`src/rtl/riscv_hazard_mc_pkg.sv`:
```
// Shared encodings for the hazard unit and its multi-cycle tracker.
package riscv_hazard_mc_pkg;

    typedef enum logic {
        MC_IDLE = 1'b0,
        MC_BUSY = 1'b1
    } mc_state_e;

    // Forward-select encodings for the E-stage operand muxes
    localparam logic [1:0] FWD_RF = 2'b00;
    localparam logic [1:0] FWD_W  = 2'b01;
    localparam logic [1:0] FWD_M  = 2'b10;

    // Result-source encoding marking a load in E
    localparam logic [1:0] RESULT_SRC_LOAD = 2'b01;

endpackage

```
`src/rtl/riscv_hazard_mc_tracker.sv`:
```
// Multi-cycle execute tracker: IDLE/BUSY FSM with a bounded latency counter.
// o_hold asks the top to freeze F/D/E and bubble M; o_timeout is sticky until reset.
module riscv_mc_tracker
    import riscv_hazard_mc_pkg::*;
#(
    parameter int MC_MAX_LAT = 34
) (
    input  logic i_clk,
    input  logic i_rst,
    input  logic i_mc_e,
    input  logic i_mc_done,
    output logic o_busy,
    output logic o_hold,
    output logic o_timeout
);

    localparam int CW = $clog2(MC_MAX_LAT + 1);
    localparam logic [CW-1:0] CNT_MAX = CW'(MC_MAX_LAT);

    mc_state_e     state_q;
    logic [CW-1:0] cnt_q;
    logic          timeout_q;
    logic          start;

    // An op that does not finish in its first E cycle needs the pipeline held
    assign start = i_mc_e & ~i_mc_done;

    // Hold request: entering BUSY, or still waiting below the latency bound
    always_comb begin
        o_hold = 1'b0;
        unique case (state_q)
            MC_IDLE: o_hold = start;
            MC_BUSY: o_hold = ~i_mc_done & (cnt_q < CNT_MAX);
            default: o_hold = 1'b0;
        endcase
    end

    // State, latency counter and sticky timeout flag
    always_ff @(posedge i_clk) begin
        if (i_rst) begin
            state_q   <= MC_IDLE;
            cnt_q     <= '0;
            timeout_q <= 1'b0;
        end else begin
            unique case (state_q)
                MC_IDLE: begin
                    if (start) begin
                        state_q <= MC_BUSY;
                        cnt_q   <= CW'(1);
                    end
                end
                MC_BUSY: begin
                    if (i_mc_done) begin
                        state_q <= MC_IDLE;
                        cnt_q   <= '0;
                    end else if (cnt_q < CNT_MAX) begin
                        cnt_q <= cnt_q + 1'b1;
                    end else begin
                        // Unit never answered: release the pipeline and flag it
                        timeout_q <= 1'b1;
                        state_q   <= MC_IDLE;
                        cnt_q     <= '0;
                    end
                end
                default: begin
                    state_q <= MC_IDLE;
                    cnt_q   <= '0;
                end
            endcase
        end
    end

    assign o_busy    = (state_q == MC_BUSY);
    assign o_timeout = timeout_q;

endmodule

```
`src/rtl/riscv_hazard_mc.sv`:
```
// Hazard and forwarding unit for the 5-stage core with a multi-cycle execute path.
// All stall/flush/forward outputs are combinational; only the tracker holds state.
module riscv_hazard_mc
    import riscv_hazard_mc_pkg::*;
#(
    parameter int REG_AW     = 5,
    parameter int MC_MAX_LAT = 34,
    parameter bit FWD_EN     = 1'b1
) (
    input  logic              i_clk,
    input  logic              i_rst,
    input  logic [REG_AW-1:0] i_rs_1d,
    input  logic [REG_AW-1:0] i_rs_2d,
    input  logic [REG_AW-1:0] i_rs_1e,
    input  logic [REG_AW-1:0] i_rs_2e,
    input  logic [REG_AW-1:0] i_rd_e,
    input  logic              i_reg_write_e,
    input  logic [1:0]        i_result_src_e,
    input  logic              i_mc_e,
    input  logic              i_mc_done,
    input  logic              i_pc_src_e,
    input  logic [REG_AW-1:0] i_rd_m,
    input  logic [REG_AW-1:0] i_rd_w,
    input  logic              i_reg_write_m,
    input  logic              i_reg_write_w,
    output logic              o_stall_f,
    output logic              o_stall_d,
    output logic              o_stall_e,
    output logic              o_flush_d,
    output logic              o_flush_e,
    output logic              o_flush_m,
    output logic [1:0]        o_forward_ae,
    output logic [1:0]        o_forward_be,
    output logic              o_mc_busy,
    output logic              o_mc_timeout
);

    logic mc_hold;
    logic load_use;
    logic raw_hazard;

    // x0 is hardwired to zero, so it never creates a dependency
    function automatic logic reg_hit(input logic [REG_AW-1:0] rd,
                                     input logic              we,
                                     input logic [REG_AW-1:0] rs);
        return we && (rd != '0) && (rd == rs);
    endfunction

    function automatic logic [1:0] fwd_sel(input logic [REG_AW-1:0] rs,
                                           input logic [REG_AW-1:0] rd_m,
                                           input logic              we_m,
                                           input logic [REG_AW-1:0] rd_w,
                                           input logic              we_w);
        if (reg_hit(rd_m, we_m, rs)) return FWD_M;
        if (reg_hit(rd_w, we_w, rs)) return FWD_W;
        return FWD_RF;
    endfunction

    riscv_mc_tracker #(
        .MC_MAX_LAT (MC_MAX_LAT)
    ) u_tracker (
        .i_clk     (i_clk),
        .i_rst     (i_rst),
        .i_mc_e    (i_mc_e),
        .i_mc_done (i_mc_done),
        .o_busy    (o_mc_busy),
        .o_hold    (mc_hold),
        .o_timeout (o_mc_timeout)
    );

    assign load_use = (i_result_src_e == RESULT_SRC_LOAD) &
                      (reg_hit(i_rd_e, i_reg_write_e, i_rs_1d) |
                       reg_hit(i_rd_e, i_reg_write_e, i_rs_2d));

    // Without forwarding every in-flight writer of a D source must drain first
    assign raw_hazard = FWD_EN ? 1'b0 :
                        (reg_hit(i_rd_e, i_reg_write_e, i_rs_1d) |
                         reg_hit(i_rd_e, i_reg_write_e, i_rs_2d) |
                         reg_hit(i_rd_m, i_reg_write_m, i_rs_1d) |
                         reg_hit(i_rd_m, i_reg_write_m, i_rs_2d) |
                         reg_hit(i_rd_w, i_reg_write_w, i_rs_1d) |
                         reg_hit(i_rd_w, i_reg_write_w, i_rs_2d));

    // Prioritised stall/flush/forward resolution: reset > mc hold > redirect > dependency
    always_comb begin
        o_stall_f    = 1'b0;
        o_stall_d    = 1'b0;
        o_stall_e    = 1'b0;
        o_flush_d    = 1'b0;
        o_flush_e    = 1'b0;
        o_flush_m    = 1'b0;
        o_forward_ae = FWD_RF;
        o_forward_be = FWD_RF;
        if (i_rst) begin
            o_flush_d = 1'b1;
            o_flush_e = 1'b1;
            o_flush_m = 1'b1;
        end else begin
            if (FWD_EN) begin
                o_forward_ae = fwd_sel(i_rs_1e, i_rd_m, i_reg_write_m, i_rd_w, i_reg_write_w);
                o_forward_be = fwd_sel(i_rs_2e, i_rd_m, i_reg_write_m, i_rd_w, i_reg_write_w);
            end
            if (mc_hold) begin
                o_stall_f = 1'b1;
                o_stall_d = 1'b1;
                o_stall_e = 1'b1;
                o_flush_m = 1'b1;
            end else if (i_pc_src_e) begin
                o_flush_d = 1'b1;
                o_flush_e = 1'b1;
            end else if (load_use | raw_hazard) begin
                o_stall_f = 1'b1;
                o_stall_d = 1'b1;
                o_flush_e = 1'b1;
            end
        end
    end

endmodule

```
`config.mk`:
```
export PLATFORM = sky130hd
export DESIGN_NAME = riscv_hazard_mc
export DESIGN_NICKNAME = d
export VERILOG_FILES = /design/src/rtl/riscv_hazard_mc_pkg.sv /design/src/rtl/riscv_hazard_mc_tracker.sv /design/src/rtl/riscv_hazard_mc.sv
export SDC_FILE = /design/constraint.sdc
export NUM_CORES = 1
export LEC_CHECK = 0
export CAP_MARGIN = 20
export CORE_ASPECT_RATIO = 0.75
export CORE_MARGIN = 2
export CORE_UTILIZATION = 36
export CTS_BUF_LIST = sky130_fd_sc_hd__clkbuf_2
export CTS_CLUSTER_DIAMETER = 150
export DETAILED_ROUTE_END_ITERATION = 12
export GPL_ROUTABILITY_DRIVEN = 0
export HOLD_SLACK_MARGIN = 0.05
export PLACE_DENSITY = 0.82
export SLEW_MARGIN = 25
export SYNTH_ARGS = -nofsm -noshare
export SYNTH_HDL_FRONTEND = slang
export SYNTH_SLANG_ARGS = --single-unit
```
`constraint.sdc`:
```
create_clock -name i_clk -period 2.4 [get_ports i_clk]
set_input_delay 0.48 -clock i_clk [delete_from_list [all_inputs] [get_ports i_clk]]
set_output_delay 0.48 -clock i_clk [all_outputs]
set_load 0.005 [all_outputs]
```
Word-level counts from Yosys, hierarchy flattened
Index checks and enable logic that the tools add are counted.
Widths: inputs -> output; s select.
{"block": "totals", "regBits": 8, "out_inout_bits": 12, "inputBits": 45}
{"block": "op_classes", "n_lt_le_gt_ge": 1, "n_eq_ne": 8, "add_sub_neg": 1, "n_bitwise": 7, "n_reduce_logical": 13, "muxes": 42}
{"op": "$eq 5x5->1", "count": 6}
{"op": "$mux 1", "count": 26}
{"op": "$mux 2", "count": 10}
{"op": "$mux 6", "count": 3}
{"op": "$reduce_bool 5->1", "count": 3}
{"op": "$pmux 6 s2", "count": 1}
{"op": "$logic_and 1x1->1", "count": 9}
{"op": "$add 6x1->6 const B", "count": 1}
{"op": "$lt 6x6->1 const B", "count": 1}
{"op": "$pmux 1 s2", "count": 2}
{"op": "$and 1x1->1", "count": 3}
{"op": "$not 1->1", "count": 3}
{"op": "$reduce_and 3->1", "count": 1}
{"op": "$eq 2x1->1 const B", "count": 1}
{"op": "$ne 2x1->1 const B", "count": 1}
{"op": "$or 1x1->1", "count": 1}

Longest topological paths before layout
{"block": "depth", "ltp_word": 10, "ltp_mapped": 5, "depth_no_buf": 5}

Cells and area by module
Synthesis repeated with hierarchy kept, for this count alone.
{"block": "hier_totals", "cells_unflattened": 110, "hier_area_um2": 897.1}
{"mod": "riscv_hazard_mc", "instances": 1, "cells_per_inst": 64, "area_each_um2": 471.7}
{"mod": "riscv_mc_tracker", "instances": 1, "cells_per_inst": 46, "area_each_um2": 425.4}

Least setup slack after synthesis
OpenSTA, ideal clock, no wires.
{"block": "synth_path", "path_type": "input-to-output", "startpoint": "input port i_rd_m[1]", "endpoint": "output port o_forward_ae[0]", "n_path_buf": 0, "stages": 4, "t_required_ps": 1920, "arrival_time_ps": 1614, "slack_ps": 306, "path_cell_list": "or4_1 o21ai_1 nor3_1 nor4_1"}
{"block": "synth_between", "elab_chain_len": 7}
{"item": "from (decl)", "line_no": "riscv_hazard_mc.sv:22", "rtl": "input logic [REG_AW-1:0] i_rd_m,"}
{"item": "$reduce_bool 5->1", "line_no": "riscv_hazard_mc.sv:46", "rtl": "return we && (rd != '0) && (rd == rs);"}
{"item": "$logic_and 1x1->1", "line_no": "riscv_hazard_mc.sv:46"}
{"item": "$logic_and 1x1->1 (*)", "line_no": "riscv_hazard_mc.sv:46"}
{"item": "$mux 1 (*)", "line_no": "riscv_hazard_mc.sv:54", "rtl": "if (reg_hit(rd_m, we_m, rs)) return FWD_M;"}
{"item": "$mux 1 (*)", "line_no": "riscv_hazard_mc.sv:94", "rtl": "if (i_rst) begin"}
{"item": "$mux 2 (*)", "line_no": "riscv_hazard_mc.sv:55", "rtl": "if (reg_hit(rd_w, we_w, rs)) return FWD_W;"}
{"item": "$mux 2 (*)", "line_no": "riscv_hazard_mc.sv:94"}
{"item": "to (decl)", "line_no": "riscv_hazard_mc.sv:32", "rtl": "output logic [1:0] o_forward_ae,"}
Every way passes the cells marked *; elsewhere a longest branch is shown, timed or not. The select of a mux whose other input is x is not followed.

Worst setup path after layout
{"block": "layout_path", "startpoint": "input port i_rd_m[1]", "endpoint": "output port o_forward_be[0]"}
{"block": "layout_between", "elab_chain_len": 7}
{"item": "$reduce_bool 5->1", "line_no": "riscv_hazard_mc.sv:46"}
{"item": "$logic_and 1x1->1", "line_no": "riscv_hazard_mc.sv:46"}
{"item": "$logic_and 1x1->1 (*)", "line_no": "riscv_hazard_mc.sv:46"}
{"item": "$mux 1 (*)", "line_no": "riscv_hazard_mc.sv:54"}
{"item": "$mux 1 (*)", "line_no": "riscv_hazard_mc.sv:94"}
{"item": "$mux 2 (*)", "line_no": "riscv_hazard_mc.sv:55"}
{"item": "$mux 2 (*)", "line_no": "riscv_hazard_mc.sv:94"}
{"item": "to (decl)", "line_no": "riscv_hazard_mc.sv:33", "rtl": "output logic [1:0] o_forward_be,"}
Marked as above.

==> results.toml <==
[run_status]
status = "finished, violations left"
violations = "setup timing"

[cells_and_area]
layout_common_cells = "35 x buf_4, 25 x clkdlybuf4s50_1, 20 x xor2_1"
nNetsFinal = 251
antenna_cells = 0
seq_area_um2 = 161
syn_to_final_growth_pct = 109
final_cell_area_um2 = 1740
multiInputGateArea_um2 = 734
final_util_pct = 77.3
fill_cells = 156
final_common_cell = "buf_4"
final_layout_size_suffix_gt1_share_pct = 33.0

[cts]
clockRootBuffer = "clkbuf_2"
clock-sinks = 8
worstSkewPairLatency_ns = 0.24
clk_path_buf_depth = 2
numCtsBuffers = 3
h-tree-depth = 1
clkTransAtPathRegs_ns = 0.09
cts_tree = "yes"

[critical_path]
timing.rr.start = "u_tracker.cnt_q[4]"
arrival_ns = 1.98
cpPeakStageDelay_ns = 0.54
cp_cell_sequence = "buf_6, or4_4, o21ai_4, buf_4, nor3_1, nor4_1, buf_2"
cp-start-kind = "input pin"
slowest_stage = "or4_4"
crit_type = "in -> out"
startpoint = "i_rd_m[1]"
worstPathRequired_ns = 1.92
cp_max_fo = 2
endpoint_kind = "primary output"

[power]
p_sw_uw = 152
intPower_uw = 308
power_frac_seq_pct = 29.8
p_leak_nw = 0.765
p_per_area_nw_per_um2 = 264
switching_share_pct = 33.1
pwr-share-comb_pct = 52.4
pwr-share-clk_pct = 17.8
vdd_ir_drop_max_uv = 106

[flow_run]
drv_cap = 0

[drt]
drtAntennaViolNets = 0
avgViaCountPerCell = 5.25
vias = 1196
first_iter_violations = 120
dr.pass1.iters = 5
route.detailed.drc = 0
avgRoutedWirePerCell_um = 15.4
wirelength_um = 3520

[logic_synthesis]
synth_area_um2 = 832
synth_fp_nets = 155
ys_seq_elements = 8
yosysSeqAreaShare_pct = 19.2
synth-async-reset-ratio_pct = 0
yosysWarnings = 0
synthCells = 109
synth-main-ff-cell = "dfxtp_1"
synth-edff-count = 0
syn_avg_cell_area_um2 = 7.63
ys_types = 29

[sta]
min_period_ns = 2.46
worst_pin_slew_ns = 0.331
post-route-period-util_pct = 102
fmax_mhz = 407
finClkSkew_ns = 0.0105
hold_viol = 0
fin_ws_ns = -0.0574
setup_viol_count_final = 3
maxSlewViolCount = 0
relSlewSlack_pct = 77.7
grt_setup_unrepaired = "true"

[die]
start_util_pct = 36.9
die_w_um = 59.5
die_area_um2 = 2720
rows = 15
io_pins = 57
coreArea_um2 = 2250
die_h_um = 45.6

[placed_design]
postPlaceCellArea_um2 = 1640
port_buffers = 56
dp_hpwl_um = 2610
pre_cts_slack_ns = -0.744

[grt]
grt-ovfl-total = 0
antenna_found_initial = 0
grt_max_degree = 16
grt_pass1_wl_um = 4920
grt_pass1_vias = 1155
track_usage_pct = 23.9

[hold_path]
min_path_type = "reg -> reg"
min-delay-start = "u_tracker.o_timeout"
registers in the layout, indices dropped and copies added, names as in the netlist:
signal,cells
u_tracker.o_timeout,1
u_tracker.cnt_q,6
u_tracker.o_busy,1
cell families (layout without fill, tap and decap cells):
| kind of cell | after synthesis | in the layout | share of synthesized area [%] |
|---|---|---|---|
| simple gates | 43 | 43 | 26.8 |
| xor+xnor | 30 | 30 | 31.6 |
| compound gates | 21 | 21 | 17.7 |
| flops | 8 | 8 | 19.2 |
| buf+inv | 6 | 100 | 3.16 |
| fa+ha+maj | 1 | 1 | 1.50 |
stage by stage:
stage	hold slack [ns]	setup TNS [ns]	std cells	total power, mW
floorplan	0.450	0	109	0.210
global placement	0.448	-3.85	218	0.357
detailed placement	0.478	-4.10	218	0.365
finish	0.490	-0.100	228	0.459
global route	0.514	-0.296	228	0.484
CTS	0.478	-0.102	225	0.438
Yosys cell counts (2+ instances only):
master / n / area [um^2]
nor3_1: 7 / 35.0
nand3_1: 5 / 25.0
nor4_1: 4 / 25.0
nor2b_1: 2 / 12.5
a311oi_1: 2 / 17.5
nand2_1: 4 / 15.0
nand2b_1: 4 / 25.0
a21oi_1: 4 / 20.0
a21o_1: 2 / 15.0
nor2_1: 11 / 41.3
o22ai_1: 2 / 12.5
a22oi_1: 2 / 15.0
o21ai_0: 2 / 10.0
or4_1: 5 / 37.5
clkbuf_1: 2 / 7.51
dfxtp_1: 8 / 160
xor2_1: 20 / 175
xnor2_1: 10 / 87.6
inv_1: 3 / 11.3
power groups by stage:
stage                     clock network (mW)  registers [mW]  logic, mW
after detailed placement                   0           0.140      0.225
after global placement                     0           0.140      0.217
after floorplan                            0           0.139     0.0705
after CTS                             0.0823           0.137      0.219
final                                 0.0818           0.137      0.241
after global routing                  0.0916           0.137      0.256
worst paths after layout:
path	endpoint	slack [ns]	depth (start not counted)
min	u_tracker.o_timeout	0.49	2
max reg2reg	u_tracker.cnt_q[4]	0.72	5
max	o_forward_be[0]	-0.06	7
min reg2reg	u_tracker.o_timeout	0.49	2
metal layers:
metal / share of wire (%) / wire length [um] / global-route usage [%] / vias up
met2: 51 / 1790 / 44.2 / 55
met4: 2.0 / 72 / 7.11 / 0
li1: - / - / - / 583
met5: 0 / 0 / 0 / -
met3: 6.0 / 211 / 5.97 / 8
met1: 41 / 1440 / 27.5 / 550
timing repair:
action                     in CTS  in global routing
hold buffers                    0                  0
pin swaps                      11                  8
gates resized for setup        56                 30
setup endpoints to repair      10                  8
buffers inserted                4                  3
worst max-delay path: cells and delay by family:
kind	cells	cell delay, ns
buf+inv	3	0.40
simple gates	3	0.93
compound gates	1	0.16
area by class of cell:
type | instances | share of cell area [%]
well taps | 25 | 1.80
flip-flops and latches | 8 | 9.27
multi-input cells | 95 | 42.2
repair buffers | 94 | 45.2
inverters | 3 | 0.647
clock buffers | 3 | 0.863
(Power assumes the default switching activity.)
